==> src/rtl/ifetch_ctrl_pkg.sv <==
// Shared types and constants for the instruction-fetch sequencer.
// Holds the fetch FSM encoding and the width of a prefetch entry.
package ifetch_ctrl_pkg;

    typedef enum logic [1:0] {
        ST_BOOT = 2'd0,
        ST_RUN  = 2'd1,
        ST_HALT = 2'd2
    } fetch_state_t;

    localparam int DATA_W        = 16;
    localparam int IDX_W_DEFAULT = 32;

    // A prefetch entry is {halfword index, halfword data}.
    function automatic int entry_width(input int idx_w);
        return idx_w + DATA_W;
    endfunction

endpackage

==> src/rtl/ifetch_ctrl_fetch_fifo.sv <==
// Synchronous prefetch FIFO of {pc,data} entries with push/pop/flush.
// Pointers wrap modulo DEPTH, so DEPTH must be a power of two.
module ifetch_ctrl_fetch_fifo #(
    parameter int DEPTH = 4,
    parameter int WIDTH = 48
) (
    input  logic                     clk,
    input  logic                     reset,
    input  logic                     push,
    input  logic                     pop,
    input  logic                     flush,
    input  logic [WIDTH-1:0]         push_entry,
    output logic [WIDTH-1:0]         head,
    output logic [$clog2(DEPTH):0]   count
);

    localparam int PTR_W = $clog2(DEPTH);
    localparam int CNT_W = PTR_W + 1;

    logic [WIDTH-1:0] mem [DEPTH];
    logic [PTR_W-1:0] rd_ptr;
    logic [PTR_W-1:0] wr_ptr;

    always_ff @(posedge clk) begin
        if (push && !flush) begin
            mem[wr_ptr] <= push_entry;
        end
    end

    always_ff @(posedge clk) begin
        if (reset || flush) begin
            rd_ptr <= '0;
            wr_ptr <= '0;
            count  <= '0;
        end else begin
            if (push) begin
                wr_ptr <= wr_ptr + 1'b1;
            end
            if (pop) begin
                rd_ptr <= rd_ptr + 1'b1;
            end
            case ({push, pop})
                2'b10:   count <= count + CNT_W'(1);
                2'b01:   count <= count - CNT_W'(1);
                default: count <= count;
            endcase
        end
    end

    assign head = mem[rd_ptr];

endmodule

==> src/rtl/ifetch_ctrl.sv <==
// Instruction-fetch sequencer between icache and decode: issue, prefetch, redirect, halt.
// Define IFETCH_BYPASS_EN to let landing icache data reach the decoder while the FIFO is empty.
module ifetch_ctrl
    import ifetch_ctrl_pkg::*;
#(
    parameter int               IDX_W      = IDX_W_DEFAULT,
    parameter logic [IDX_W-1:0] RESET_PC   = '0,
    parameter int               FIFO_DEPTH = 4
) (
    input  logic              clk,
    input  logic              reset,
    output logic              icache_not_enable,
    output logic [IDX_W-1:0]  icache_index,
    input  logic [15:0]       icache_data,
    output logic              instr_valid,
    output logic [15:0]       instr_data,
    output logic [IDX_W-1:0]  instr_pc,
    input  logic              instr_ready,
    input  logic              redirect_valid,
    input  logic [IDX_W-1:0]  redirect_index,
    input  logic              halt_req,
    output logic              fetch_idle
);

    localparam int ENTRY_W = entry_width(IDX_W);
    localparam int CNT_W   = $clog2(FIFO_DEPTH) + 1;

    fetch_state_t       state;
    logic [IDX_W-1:0]   fetch_pc;
    logic [IDX_W-1:0]   inflight_pc;
    logic               inflight;
    logic [CNT_W-1:0]   count;
    logic [CNT_W:0]     occupancy;
    logic [ENTRY_W-1:0] head;
    logic [ENTRY_W-1:0] push_entry;
    logic [15:0]        last_data;
    logic [IDX_W-1:0]   last_pc;
    logic               fifo_empty;
    logic               issue;
    logic               push;
    logic               pop;

    ifetch_ctrl_fetch_fifo #(
        .DEPTH (FIFO_DEPTH),
        .WIDTH (ENTRY_W)
    ) u_fifo (
        .clk        (clk),
        .reset      (reset),
        .push       (push),
        .pop        (pop),
        .flush      (redirect_valid),
        .push_entry (push_entry),
        .head       (head),
        .count      (count)
    );

    // Reads in flight count against FIFO space so a landing halfword always has a slot.
    always_comb begin
        fifo_empty        = (count == '0);
        occupancy         = {1'b0, count} + {{CNT_W{1'b0}}, inflight};
        issue             = (state == ST_RUN) && !halt_req && !redirect_valid
                            && (occupancy < (CNT_W + 1)'(FIFO_DEPTH));
        icache_not_enable = !issue;
        icache_index      = fetch_pc;
        push_entry        = {inflight_pc, icache_data};
        fetch_idle        = (state == ST_HALT) && !inflight && fifo_empty;
    end

`ifdef IFETCH_BYPASS_EN
    logic bypass;

    always_comb begin
        bypass      = fifo_empty && inflight && !redirect_valid;
        instr_valid = !fifo_empty || bypass;
        if (!fifo_empty) begin
            instr_data = head[15:0];
            instr_pc   = head[ENTRY_W-1:16];
        end else if (bypass) begin
            instr_data = icache_data;
            instr_pc   = inflight_pc;
        end else begin
            instr_data = last_data;
            instr_pc   = last_pc;
        end
        push = inflight && !redirect_valid && !(bypass && instr_ready);
        pop  = !fifo_empty && instr_ready && !redirect_valid;
    end
`else
    always_comb begin
        instr_valid = !fifo_empty;
        instr_data  = fifo_empty ? last_data : head[15:0];
        instr_pc    = fifo_empty ? last_pc   : head[ENTRY_W-1:16];
        push        = inflight && !redirect_valid;
        pop         = !fifo_empty && instr_ready && !redirect_valid;
    end
`endif

    // Remember the last presented instruction so the outputs hold while empty.
    always_ff @(posedge clk) begin
        if (reset) begin
            last_data <= '0;
            last_pc   <= '0;
        end else if (instr_valid) begin
            last_data <= instr_data;
            last_pc   <= instr_pc;
        end
    end

    always_ff @(posedge clk) begin
        if (reset) begin
            state       <= ST_BOOT;
            fetch_pc    <= RESET_PC;
            inflight    <= 1'b0;
            inflight_pc <= '0;
        end else begin
            inflight    <= issue;
            inflight_pc <= fetch_pc;
            case (state)
                ST_BOOT: begin
                    state <= ST_RUN;
                    if (redirect_valid) begin
                        fetch_pc <= redirect_index;
                    end
                end
                ST_RUN: begin
                    if (redirect_valid) begin
                        fetch_pc <= redirect_index;
                    end else begin
                        if (halt_req) begin
                            state <= ST_HALT;
                        end
                        if (issue) begin
                            fetch_pc <= fetch_pc + 1'b1;
                        end
                    end
                end
                ST_HALT: begin
                    if (redirect_valid) begin
                        state    <= ST_RUN;
                        fetch_pc <= redirect_index;
                    end
                end
                default: state <= ST_BOOT;
            endcase
        end
    end

endmodule
==> config.mk <==
export PLATFORM = sky130hd
export DESIGN_NAME = ifetch_ctrl
export DESIGN_NICKNAME = d
export VERILOG_FILES = /design/src/rtl/ifetch_ctrl_pkg.sv /design/src/rtl/ifetch_ctrl_fetch_fifo.sv /design/src/rtl/ifetch_ctrl.sv
export SDC_FILE = /design/constraint.sdc
export NUM_CORES = 1
export LEC_CHECK = 0
export ABC_CLOCK_PERIOD_IN_PS = 2400
export BUFFER_PORTS_ARGS = -buffer_cell sky130_fd_sc_hd__buf_2
export CAP_MARGIN = 20
export CORE_MARGIN = 2
export CORE_UTILIZATION = 45
export DETAILED_ROUTE_END_ITERATION = 8
export SETUP_SLACK_MARGIN = 0.5
export SLEW_MARGIN = 20
export SYNTH_ARGS = -nofsm -noshare
export SYNTH_HDL_FRONTEND = slang
export SYNTH_SLANG_ARGS = --single-unit
export TNS_END_PERCENT = 50
==> constraint.sdc <==
create_clock -name clk -period 2.4 [get_ports clk]
set_input_delay 0 -clock clk [delete_from_list [all_inputs] [get_ports clk]]
set_output_delay 0 -clock clk [all_outputs]
set_load 0.005 [all_outputs]
==> impl_results.md <==
- Status: finished clean
- Setup TNS Final: 0 ns
- Clock-pin slew on the worst setup and hold paths: 0.06 ns
- Total core area: 0.0269 mm^2
- Hold Crit Class: in -> reg
- CTS sink count: 316
- Fin. max-slew vios: 0
- Uppermost layer routed: met4
- Die Ht: 169 um
- Total GRT Usage: 19.1%
- Hold WS: 0.0315 ns
- Async set-reset flop share out of synthesis: 0%
- Post-synth EDFFs: 192
- Final core area utilization: 57.4%
- First-pass detailed-route iteration total: 5
- Leakage: 5.89 nW
- Routed length per instance: 18.1 um
- Largest net degree at the start of global routing: 57
- RSZ-0062 raised after global routing: true
- First-pass GRT wire length: 43200 um
- Synth cell count leaders: 192 x edfxtp_1, 173 x nand2_1, 124 x dfxtp_1, 81 x nor2b_1, 48 x mux4_2
- H-tree levels: 2
- Routed wire length: 27200 um
- Metal3 WL: 1600 um
- Netlist cell types: 61
- Area fraction of the dominant cell type after synthesis: 47.0%
- Critical path class: reg -> out
- Worst reg2reg startpoint: u_fifo.count[2]$_SDFFE_PP0P_
- DP Area: 0.0135 mm^2
- Worst-margin pin slew: 0.635 ns
- Worst Clk Skew: 0.0170 ns
- Num rows: 60
- Synth top area cells: edfxtp_1 47%, dfxtp_1 20%, mux4_2 8.8%, nand2_1 5.3%, nor2b_1 4.1%
- Clk_lat worst skew: 0.50 ns
- Syn_area_per_cell: 13.3 um^2
- Count leader, synth: edfxtp_1
- Antenna violations before repair: 0
- Drt first-iter violations: 524
- Starting Density: 45.7%
- Hold Crit Depth: 4
- CP endpoint kind: output pin
- VDD IR max: 0.000465 V
- Syn Inst Count: 922
- CTS Root Cell: clkbuf_16
- Post-Route M1 WL: 13100 um
- CTS max path bufs: 3
- Antenna Violating Nets Remaining: 0
- Die area: 0.0286 mm^2
- Syn nets: 982
- CTS tree: yes
- Slew HR: 57.7%
- R2R setup slack: 0.49 ns
- I/O Buffers: 135
- DR vias: 7894
- TritonCTS Buffers: 34
- Vias in the first global route: 7827
- Nets: 1197
- Crit start category: flop
- Routability cong.: 0.772
- Gr ovfl total: 0
- Pwr dens: 733 mW/mm^2
- Critical Path AT: 1.94 ns
- Hold Path Origin: redirect_index[26]
- Ant diodes: 0
- I/O pins: 136
- WP data required: 2.40 ns
- Hold Vio Cnt, Final: 0
- # DRC: 0
- Cell Area, Synth: 0.0123 mm^2
- Chip width: 169 um
- Post-synthesis sequential area ratio: 67.2%
- Yosys warnings: 0
- Setup violators final: 0
- Fmax: 515 MHz
- Ys flop type: edfxtp_1
- HPWL Detailed: 16000 um
- Fin area: 0.0154 mm^2
- Layout Area Growth over Synthesis: 25.6%
- Fin crit share: 80.9%
- Yosys reg bits: 316
- Critical Path Fanout Max: 12
- Via density: 5.25
- DR WL met2: 12100 um
- Crit path time final: 1.94 ns
- R2R cell count: 8
- Max-cap viol count: 0
- Pwr Total: 0.0113 W
- Leading area contributor after synthesis: edfxtp_1
- Share of cells above drive strength 1: 28.3%
-- flip-flops by register name, indices dropped and copies added, names as in the netlist, named ones only --
register and cells:
u_fifo.mem 192, icache_index 32, inflight_pc 32, last_pc 32, last_data 16, u_fifo.count 3, state 2, u_fifo.rd_ptr 2
u_fifo.wr_ptr 2, inflight 1
-- final cells by class --
cell class / count / area [um^2]
tap: 341 / 427
inverter: 11 / 41.3
clock buffer: 40 / 915
multi-input combinational: 540 / 3880
fill: 2205 / 11400
timing repair buffer: 234 / 1750
clock inverter: 21 / 131
sequential: 316 / 8280
-- stage by stage --
| stage | setup slack [ns] | instances |
|---|---|---|
| final | 0.459 | 1503 |
| after global routing | 0.370 | 1503 |
| after CTS | 0.420 | 1494 |
| after detailed placement | 0.273 | 1373 |
| after global placement | 0.393 | 1373 |
| after floorplan | 0.183 | 922 |
-- where the power goes --
part           internal (W)  switching (W)  total, W
logic              0.000264       0.000271  0.000535
registers           0.00583       0.000115   0.00595
clock network       0.00283        0.00200   0.00483
total               0.00893        0.00238    0.0113
-- layout by cell type (no fill, tap or decap), drive strengths merged, types with 18 or more instances in the layout --
cell type	Yosys	final
nor2b	81	81
buf	17	181
clkbuf	38	41
dfxtp	124	124
o21ai	18	18
nand3	18	18
mux4	48	48
nor2	45	45
dlygate4sd3	0	51
a21oi	29	29
nand2	174	174
edfxtp	192	192
-- timing repair --
item / 4_1_cts / 5_1_grt
hold buffers: 51 / 0
endpoints found under the setup margin: 60 / 83
cloned: 2 / 2
gates resized for setup: 11 / 36
hold endpoints to repair: 98 / 0
pin swaps: 3 / 7
buffers inserted: 7 / 7
-- kinds of logic (layout without fill, tap and decap cells) --
logic type,Yosys count,in the layout,synth area share (%)
buffers and inverters,66,306,2.16
XOR/XNOR,6,6,0.428
adder cells (fa/ha/maj),7,7,0.774
flip-flops,316,316,67.2
AO/OA/AOI/OAI,97,97,5.23
AND/OR/NAND/NOR,379,379,15.2
multiplexers,51,51,9.05
-- worst max-delay path, cell delays in order, from the launching register on --
cell and delay (ns):
dfxtp_4 0.43, buf_12 0.18, mux4_2 0.54, nand2_1 0.09, nand2_1 0.08, buf_2 0.13
-- layer usage --
metal  vias to the layer above  GRT usage, %
li1                       3795             -
met1                      3812          29.1
met2                       253          29.1
met3                        34          3.17
met4                         0          4.50
met5                         -             0
-- worst paths after layout --
path	end
hold reg to reg	u_fifo.mem[0][16]$_DFFE_PP_
hold / removal	icache_index[26]$_SDFFE_PP0P_
setup / recovery	instr_pc[23]
setup reg to reg	u_fifo.count[2]$_SDFFE_PP0P_
Power figures use the tool's default switching activity.
